$ cat config.mk
export PLATFORM = sky130hd
export DESIGN_NAME = mc_ctrl
export DESIGN_NICKNAME = d
export VERILOG_FILES = /design/src/rtl/cpu_pkg.sv /design/src/rtl/mc_ctrl_alu_dec.sv /design/src/rtl/mc_ctrl.sv
export SDC_FILE = /design/constraint.sdc
export NUM_CORES = 1
export LEC_CHECK = 0
export ABC_CLOCK_PERIOD_IN_PS = 2300
export CAP_MARGIN = 20
export CORE_MARGIN = 4
export CORE_UTILIZATION = 35
export DETAILED_ROUTE_END_ITERATION = 8
export PLACE_DENSITY = 0.7
export REMOVE_ABC_BUFFERS = 1
export SYNTH_ARGS = -nofsm -noshare
export SYNTH_HDL_FRONTEND = slang
export SYNTH_HIERARCHICAL = 1
export SYNTH_SLANG_ARGS = --single-unit
$ cat constraint.sdc
create_clock -name clk -period 2.3 [get_ports clk]
set_input_delay 0.46 -clock clk [delete_from_list [all_inputs] [get_ports clk]]
set_output_delay 0.46 -clock clk [all_outputs]
set_load 0.03 [all_outputs]
$ cat src/rtl/cpu_pkg.sv
// cpu_pkg: shared constants and types for the multi-cycle CPU control path.
//   - opcode / funct constants
//   - 4-bit controller state enum
//   - alu_src_b, pcsource, alu_op and alu_ctrl encodings
package cpu_pkg;

  localparam logic [5:0] OPC_R    = 6'b000000;
  localparam logic [5:0] OPC_LW   = 6'b100011;
  localparam logic [5:0] OPC_SW   = 6'b101011;
  localparam logic [5:0] OPC_BEQ  = 6'b000100;
  localparam logic [5:0] OPC_J    = 6'b000010;
  localparam logic [5:0] OPC_ADDI = 6'b001000;

  localparam logic [5:0] FN_ADD = 6'b100000;
  localparam logic [5:0] FN_SUB = 6'b100010;
  localparam logic [5:0] FN_AND = 6'b100100;
  localparam logic [5:0] FN_OR  = 6'b100101;
  localparam logic [5:0] FN_SLT = 6'b101010;

  typedef enum logic [3:0] {
    S_FETCH  = 4'd0,
    S_DECODE = 4'd1,
    S_MEMADR = 4'd2,
    S_MEMRD  = 4'd3,
    S_MEMWB  = 4'd4,
    S_MEMWR  = 4'd5,
    S_EXEC   = 4'd6,
    S_RWB    = 4'd7,
    S_BRANCH = 4'd8,
    S_JUMP   = 4'd9,
    S_ADDIEX = 4'd10,
    S_ADDIWB = 4'd11
  } state_e;

  localparam logic [1:0] SRCB_REGB   = 2'b00;
  localparam logic [1:0] SRCB_FOUR   = 2'b01;
  localparam logic [1:0] SRCB_IMM    = 2'b10;
  localparam logic [1:0] SRCB_IMM_SH = 2'b11;

  localparam logic [1:0] PCSRC_ALU    = 2'b00;
  localparam logic [1:0] PCSRC_ALUOUT = 2'b01;
  localparam logic [1:0] PCSRC_JUMP   = 2'b10;

  localparam logic [1:0] ALUOP_ADD   = 2'b00;
  localparam logic [1:0] ALUOP_SUB   = 2'b01;
  localparam logic [1:0] ALUOP_FUNCT = 2'b10;

  localparam logic [2:0] ALU_ADD = 3'b010;
  localparam logic [2:0] ALU_SUB = 3'b110;
  localparam logic [2:0] ALU_AND = 3'b000;
  localparam logic [2:0] ALU_OR  = 3'b001;
  localparam logic [2:0] ALU_SLT = 3'b111;

endpackage

$ cat src/rtl/mc_ctrl_alu_dec.sv
// alu_dec: combinational ALU control decoder.
//   alu_op   in  2 : 00 add, 01 sub, 10 decode from funct
//   funct    in  6 : instruction funct field
//   alu_ctrl out 3 : ALU operation select
//   funct_ok out 1 : funct is a supported R-type operation (1 when not decoding funct)
module alu_dec
  import cpu_pkg::*;
(
  input  logic [1:0] alu_op,
  input  logic [5:0] funct,
  output logic [2:0] alu_ctrl,
  output logic       funct_ok
);

  always_comb begin
    alu_ctrl = ALU_ADD;
    funct_ok = 1'b1;
    case (alu_op)
      ALUOP_SUB: alu_ctrl = ALU_SUB;
      ALUOP_FUNCT: begin
        case (funct)
          FN_ADD:  alu_ctrl = ALU_ADD;
          FN_SUB:  alu_ctrl = ALU_SUB;
          FN_AND:  alu_ctrl = ALU_AND;
          FN_OR:   alu_ctrl = ALU_OR;
          FN_SLT:  alu_ctrl = ALU_SLT;
          default: funct_ok = 1'b0;
        endcase
      end
      default: alu_ctrl = ALU_ADD;
    endcase
  end

endmodule

$ cat src/rtl/mc_ctrl.sv
// mc_ctrl: multi-cycle CPU control unit.
// Inputs : clk, rst (async, active-low), opcode/funct from IR, ALU zero, mem_ready.
// Outputs: datapath controls (write_pc, pcsource, i_or_d, mem_read, mem_write,
//          write_ir, reg_dst, mem_to_reg, write_reg, alu_src_a, alu_src_b,
//          alu_ctrl), sticky illegal_op, and debug state.
//
// state  | meaning
// FETCH  | read instruction at PC, PC+4 -> PC once memory is ready
// DECODE | branch target -> ALUOut, dispatch on opcode
// MEMADR | base + imm address for LW/SW
// MEMRD  | data read, wait for mem_ready
// MEMWB  | MDR -> rt
// MEMWR  | data write, wait for mem_ready
// EXEC   | R-type ALU operation
// RWB    | ALUOut -> rd
// BRANCH | compare A/B, take branch on zero
// JUMP   | jump address -> PC
// ADDIEX | A + imm
// ADDIWB | ALUOut -> rt
module mc_ctrl
  import cpu_pkg::*;
#(
  parameter logic [5:0] OP_R    = OPC_R,
  parameter logic [5:0] OP_LW   = OPC_LW,
  parameter logic [5:0] OP_SW   = OPC_SW,
  parameter logic [5:0] OP_BEQ  = OPC_BEQ,
  parameter logic [5:0] OP_J    = OPC_J,
  parameter logic [5:0] OP_ADDI = OPC_ADDI
) (
  input  logic       clk,
  input  logic       rst,
  input  logic [5:0] opcode,
  input  logic [5:0] funct,
  input  logic       zero,
  input  logic       mem_ready,
  output logic       write_pc,
  output logic [1:0] pcsource,
  output logic       i_or_d,
  output logic       mem_read,
  output logic       mem_write,
  output logic       write_ir,
  output logic       reg_dst,
  output logic       mem_to_reg,
  output logic       write_reg,
  output logic       alu_src_a,
  output logic [1:0] alu_src_b,
  output logic [2:0] alu_ctrl,
  output logic       illegal_op,
  output logic [3:0] state
);

  state_e     state_q, state_d;
  logic       illegal_q, illegal_d;
  logic [1:0] alu_op;
  logic [2:0] dec_ctrl;
  logic       funct_ok;

  logic       wpc_c, iord_c, mr_c, mw_c, wir_c, rd_c, m2r_c, wr_c, asa_c;
  logic [1:0] pcs_c, asb_c;

  alu_dec u_alu_dec (
    .alu_op   (alu_op),
    .funct    (funct),
    .alu_ctrl (dec_ctrl),
    .funct_ok (funct_ok)
  );

  always_comb begin
    state_d   = S_FETCH;
    illegal_d = illegal_q;
    alu_op    = ALUOP_ADD;
    wpc_c     = 1'b0;
    pcs_c     = PCSRC_ALU;
    iord_c    = 1'b0;
    mr_c      = 1'b0;
    mw_c      = 1'b0;
    wir_c     = 1'b0;
    rd_c      = 1'b0;
    m2r_c     = 1'b0;
    wr_c      = 1'b0;
    asa_c     = 1'b0;
    asb_c     = SRCB_REGB;
    case (state_q)
      S_FETCH: begin
        mr_c  = 1'b1;
        asb_c = SRCB_FOUR;
        if (mem_ready) begin
          wir_c   = 1'b1;
          wpc_c   = 1'b1;
          state_d = S_DECODE;
        end else begin
          state_d = S_FETCH;
        end
      end
      S_DECODE: begin
        asb_c = SRCB_IMM_SH;
        if (opcode == OP_LW || opcode == OP_SW) state_d = S_MEMADR;
        else if (opcode == OP_R)                state_d = S_EXEC;
        else if (opcode == OP_BEQ)              state_d = S_BRANCH;
        else if (opcode == OP_J)                state_d = S_JUMP;
        else if (opcode == OP_ADDI)             state_d = S_ADDIEX;
        else                                    illegal_d = 1'b1;
      end
      S_MEMADR: begin
        asa_c = 1'b1;
        asb_c = SRCB_IMM;
        if (opcode == OP_LW)      state_d = S_MEMRD;
        else if (opcode == OP_SW) state_d = S_MEMWR;
      end
      S_MEMRD: begin
        mr_c    = 1'b1;
        iord_c  = 1'b1;
        state_d = mem_ready ? S_MEMWB : S_MEMRD;
      end
      S_MEMWB: begin
        wr_c  = 1'b1;
        m2r_c = 1'b1;
      end
      S_MEMWR: begin
        mw_c    = 1'b1;
        iord_c  = 1'b1;
        state_d = mem_ready ? S_FETCH : S_MEMWR;
      end
      S_EXEC: begin
        asa_c  = 1'b1;
        alu_op = ALUOP_FUNCT;
        if (funct_ok) state_d = S_RWB;
        else          illegal_d = 1'b1;
      end
      S_RWB: begin
        wr_c = 1'b1;
        rd_c = 1'b1;
      end
      S_BRANCH: begin
        asa_c  = 1'b1;
        alu_op = ALUOP_SUB;
        pcs_c  = PCSRC_ALUOUT;
        wpc_c  = zero;
      end
      S_JUMP: begin
        wpc_c = 1'b1;
        pcs_c = PCSRC_JUMP;
      end
      S_ADDIEX: begin
        asa_c   = 1'b1;
        asb_c   = SRCB_IMM;
        state_d = S_ADDIWB;
      end
      S_ADDIWB: wr_c = 1'b1;
      default: state_d = S_FETCH;
    endcase
  end

  always_ff @(posedge clk or negedge rst) begin
    if (!rst) begin
      state_q   <= S_FETCH;
      illegal_q <= 1'b0;
    end else begin
      state_q   <= state_d;
      illegal_q <= illegal_d;
    end
  end

  // Gating with rst kills FETCH's mem_read and any in-flight strobe the
  // moment reset falls, without waiting for a clock.
  assign write_pc   = rst & wpc_c;
  assign pcsource   = rst ? pcs_c : 2'b00;
  assign i_or_d     = rst & iord_c;
  assign mem_read   = rst & mr_c;
  assign mem_write  = rst & mw_c;
  assign write_ir   = rst & wir_c;
  assign reg_dst    = rst & rd_c;
  assign mem_to_reg = rst & m2r_c;
  assign write_reg  = rst & wr_c;
  assign alu_src_a  = rst & asa_c;
  assign alu_src_b  = rst ? asb_c : 2'b00;
  assign alu_ctrl   = rst ? dec_ctrl : ALU_ADD;
  assign illegal_op = illegal_q;
  assign state      = state_q;

endmodule

==> flow_summary.rst <==
.. list-table::
   :header-rows: 1

   * - Metric
     - Value
   * - Cell with the biggest individual delay on the critical path
     - sky130_fd_sc_hd__dfrtp_1
   * - Final setup skew
     - around 0.17 ps
   * - Starting utilization of the core area
     - 0.366
   * - Max Fclk
     - around 0.43 GHz
   * - Via density
     - 5.46
   * - Setup tns final
     - -72.0 ps
   * - HPWL reported at the end of detailed placement
     - around 2000 µm
   * - Clock power frac
     - 0.269
   * - Layout area overhead
     - 70.4%
   * - Worst rel slew slack
     - 0.679
   * - Detailed-router iteration count before antenna repair
     - 4
   * - Total global routing track utilization
     - 0.185
   * - Static Leak
     - around 0.56 nW
   * - Total of max-cap violations
     - 0
   * - Number of rows created at floorplan
     - 17
   * - Worst hold stages
     - 1
   * - Core Box Area
     - 2190 µm²
   * - Cell-internal power
     - 235 µW
   * - Run status
     - complete, but fails checks
   * - CP max stage delay
     - 400 ps
   * - Total number of yosys warnings
     - 6
   * - Path category of the worst min-delay check
     - reg2reg
   * - Worst hold margin
     - 513 ps
   * - Number of port buffers
     - 36
   * - Remaining global-route overflow
     - 0
   * - Chip Width
     - 55.9 µm
   * - Data required time at the worst endpoint
     - about 1800 ps
   * - Area of the die
     - 3120 µm²
   * - Sequential fraction of design power
     - 0.261
   * - Starting DRC count in detailed routing
     - 18
   * - Via count
     - 1,075
   * - Non-filler instance count after layout
     - approximately 200
   * - Mean post-synth cell area
     - 7.16 µm²
   * - Net Sw Power
     - roughly 130 µW
   * - Critical Path Fanout Max
     - 4
   * - Clk slew on worst S/H paths
     - 40 ps
   * - CTS tree
     - yes
   * - Clock Sinks
     - 5
   * - Part of the total power dissipated in combinational logic
     - 0.471
   * - Number of placed cells counting well taps
     - between 150 and 200
   * - Routed wirelength normalized by instance count
     - 14.3 µm
   * - Fin. Hold Viols
     - 0
   * - Final Cycle Share
     - 1.01
   * - R2R Path Start
     - state[2]
   * - Critical path, cell by cell
     - or2b_4 > nor2_4 > ha_4 > nand4bb_1 > o22ai_1 > and2_1 > buf_6
   * - Capture point of the critical path
     - alu_ctrl[2]
   * - Netlist area before placement
     - 802 µm²
   * - Number of filler instances in the final layout
     - 193
   * - DRC errors left
     - 0
   * - CP startpoint
     - state[3]
   * - Synth unique cells
     - 38
   * - Pin count of the biggest net entering global routing
     - 16
   * - Start point of the worst hold path
     - illegal_op
   * - Buffer levels on the longest clock path
     - 2
   * - Setup crit start kind
     - flip-flop
   * - Worst Reg-to-Reg Cells
     - 12
   * - Critical path type
     - reg2out
   * - Final antenna-violating net count
     - 0
   * - Antenna violations before repair
     - 0
   * - Weighted congestion at the end of routability-driven global placement
     - 0.879
   * - Root cell of the clock tree
     - sky130_fd_sc_hd__clkbuf_4
   * - Post-layout worst setup margin
     - -34.5 ps
   * - Worst voltage drop across the vdd grid
     - 0.237 mV
   * - Post-synthesis register bit count
     - 5
   * - Number of top-level design ports
     - 37
   * - CTS Buf Count
     - 3
   * - Final antenna diode count
     - 0
   * - Clock network latency to the later pin of the worst-skew pair
     - 240 ps
   * - P per Cell Area
     - 268 nW/µm²
   * - Switching power share of the total
     - 0.360
   * - R2R Path End
     - state[0]
   * - Fraction of final layout cells sized beyond drive strength 1
     - 0.331
   * - Net count of the finished layout
     - around 190
   * - Kind of end point of the critical path
     - primary output
   * - Clock period minus worst slack
     - around 2300 ps
   * - Crit path arrival time
     - 1870 ps
   * - Most frequent cells in the layout
     - 34 x sky130_fd_sc_hd__buf_4, 20 x sky130_fd_sc_hd__clkdlybuf4s50_1, 11 x sky130_fd_sc_hd__nor2_1
   * - Number of instances in the synthesized netlist
     - 112
   * - Most common cell after layout, fill and taps aside
     - sky130_fd_sc_hd__buf_4
   * - Via count of the first global-routing pass
     - 1,051
   * - Register-to-register path setup slack
     - 350 ps
   * - Die extent in y
     - 55.9 µm
   * - Finish-stage setup viols
     - 3
   * - Register area share after synthesis
     - 0.156
   * - Detailed-route wire length
     - about 2800 µm
   * - First-pass GRT wire length
     - 4670 µm
   * - Worst-margin pin slew
     - 477 ps
   * - RSZ-0062 raised after global routing
     - yes
   * - Depth of the CTS H-tree
     - 1
   * - Violations in the final reports
     - negative setup slack
   * - Slew Limit Fails
     - 0
## repair_timing
item | 4_1_cts | 5_1_grt
gates resized for setup | 14 | 0
hold buffers | 0 | 0
pin swaps | 5 | 4
cloned | 0 | 0
endpoints found under the setup margin | 3 | 3
buffers inserted | 11 | 0
## kinds of logic after synthesis
family / share of synthesized area
AND/OR/NAND/NOR: 0.446
AO/OA/AOI/OAI: 0.236
buffers and inverters: 0.0952
flip-flops: 0.156
XOR/XNOR: 0.0218
adder cells (fa/ha/maj): 0.0312
multiplexers: 0.0140
## sequential cells by signal, indices dropped and copies added, names as in the netlist
name,cells
state,4
illegal_op,1
## power by group through the flow
stage | logic [mW] | clock network, mW | registers [mW]
after global placement | 0.162 | 0 | 0.0945
after CTS | 0.171 | 0.103 | 0.0948
final | 0.172 | 0.0986 | 0.0955
after detailed placement | 0.163 | 0 | 0.0948
after global routing | 0.187 | 0.109 | 0.0959
after floorplan | 0.0685 | 0 | 0.108
## worst min-delay path by stage
stage / to / slack (ps)
after floorplan: illegal_op / 160
after global placement: illegal_op / 480
after detailed placement: illegal_op / 490
after CTS: illegal_op / 510
after global routing: illegal_op / 530
final: illegal_op / 510
## worst max-delay path: cells and delay by family, from the launching register on
kind	cells	cell delay (ps)
AND/OR/NAND/NOR	4	780
flip-flops	1	400
adder cells (fa/ha/maj)	1	230
buffers and inverters	1	130
AO/OA/AOI/OAI	1	100
## synth_stat cells
library cell	n	area (µm²)
sky130_fd_sc_hd__a21oi_1	4	20.0
sky130_fd_sc_hd__o41ai_2	2	32.5
sky130_fd_sc_hd__o21ai_0	4	20.0
sky130_fd_sc_hd__xnor2_1	2	17.5
sky130_fd_sc_hd__and2_1	3	18.8
sky130_fd_sc_hd__nor3_1	10	50.1
sky130_fd_sc_hd__nand2b_1	5	31.3
sky130_fd_sc_hd__nor4b_1	1	8.76
sky130_fd_sc_hd__buf_4	1	7.51
sky130_fd_sc_hd__or3b_1	1	8.76
sky130_fd_sc_hd__a32oi_1	1	8.76
sky130_fd_sc_hd__buf_6	2	22.5
sky130_fd_sc_hd__o22ai_1	4	25.0
sky130_fd_sc_hd__o221ai_1	2	17.5
sky130_fd_sc_hd__inv_1	10	37.5
sky130_fd_sc_hd__nor4_1	1	6.26
sky130_fd_sc_hd__nand3_1	3	15.0
sky130_fd_sc_hd__nor2_1	12	45.0
sky130_fd_sc_hd__nor3_2	2	20.0
sky130_fd_sc_hd__a221o_1	1	10.0
sky130_fd_sc_hd__nand4bb_1	3	33.8
sky130_fd_sc_hd__dfrtp_1	5	125
sky130_fd_sc_hd__a2111oi_2	1	15.0
sky130_fd_sc_hd__nand3_2	1	10.0
sky130_fd_sc_hd__a311o_1	2	20.0
sky130_fd_sc_hd__or2b_4	1	11.3
sky130_fd_sc_hd__clkbuf_1	1	3.75
sky130_fd_sc_hd__a31oi_1	2	12.5
sky130_fd_sc_hd__and3_1	4	25.0
sky130_fd_sc_hd__nand4_1	1	6.26
sky130_fd_sc_hd__nor2b_1	1	6.26
sky130_fd_sc_hd__nand3b_1	1	7.51
sky130_fd_sc_hd__ha_1	2	25.0
sky130_fd_sc_hd__mux2_1	1	11.3
sky130_fd_sc_hd__o211ai_1	1	7.51
sky130_fd_sc_hd__buf_2	1	5.00
sky130_fd_sc_hd__or3_1	2	12.5
sky130_fd_sc_hd__nand2_1	11	41.3
## final cells by class
type	count	area, µm²	share of cell area
repair buffers	58	500	0.366
inverters	10	37.5	0.0275
well taps	28	35.0	0.0256
multi-input cells	92	642	0.470
clock buffers	4	26.3	0.0192
flip-flops and latches	5	125	0.0916
## per-layer routing
metal  up-vias  part of all wire  global-route usage
met1       506              0.43               0.211
met3         5             0.057              0.0487
met4         0            0.0067              0.0373
met2        36              0.50               0.343
li1        528                 -                   -
met5         -                 0                   0
## through the flow
| stage | utilization | power (mW) | instance area, µm² | setup slack (ps) |
|---|---|---|---|---|
| 4_1_cts | 0.624 | 0.369 | 1370 | -43.3 |
| 2_1_floorplan | - | 0.177 | 763 | -334 |
| 5_1_grt | 0.624 | 0.392 | 1370 | -177 |
| 3_3_place_gp | 0.548 | 0.256 | 1200 | 33.4 |
| 6_report | 0.624 | 0.367 | 1370 | -34.5 |
| 3_5_place_dp | 0.548 | 0.258 | 1200 | -59.6 |
(Power assumes the default switching activity.)
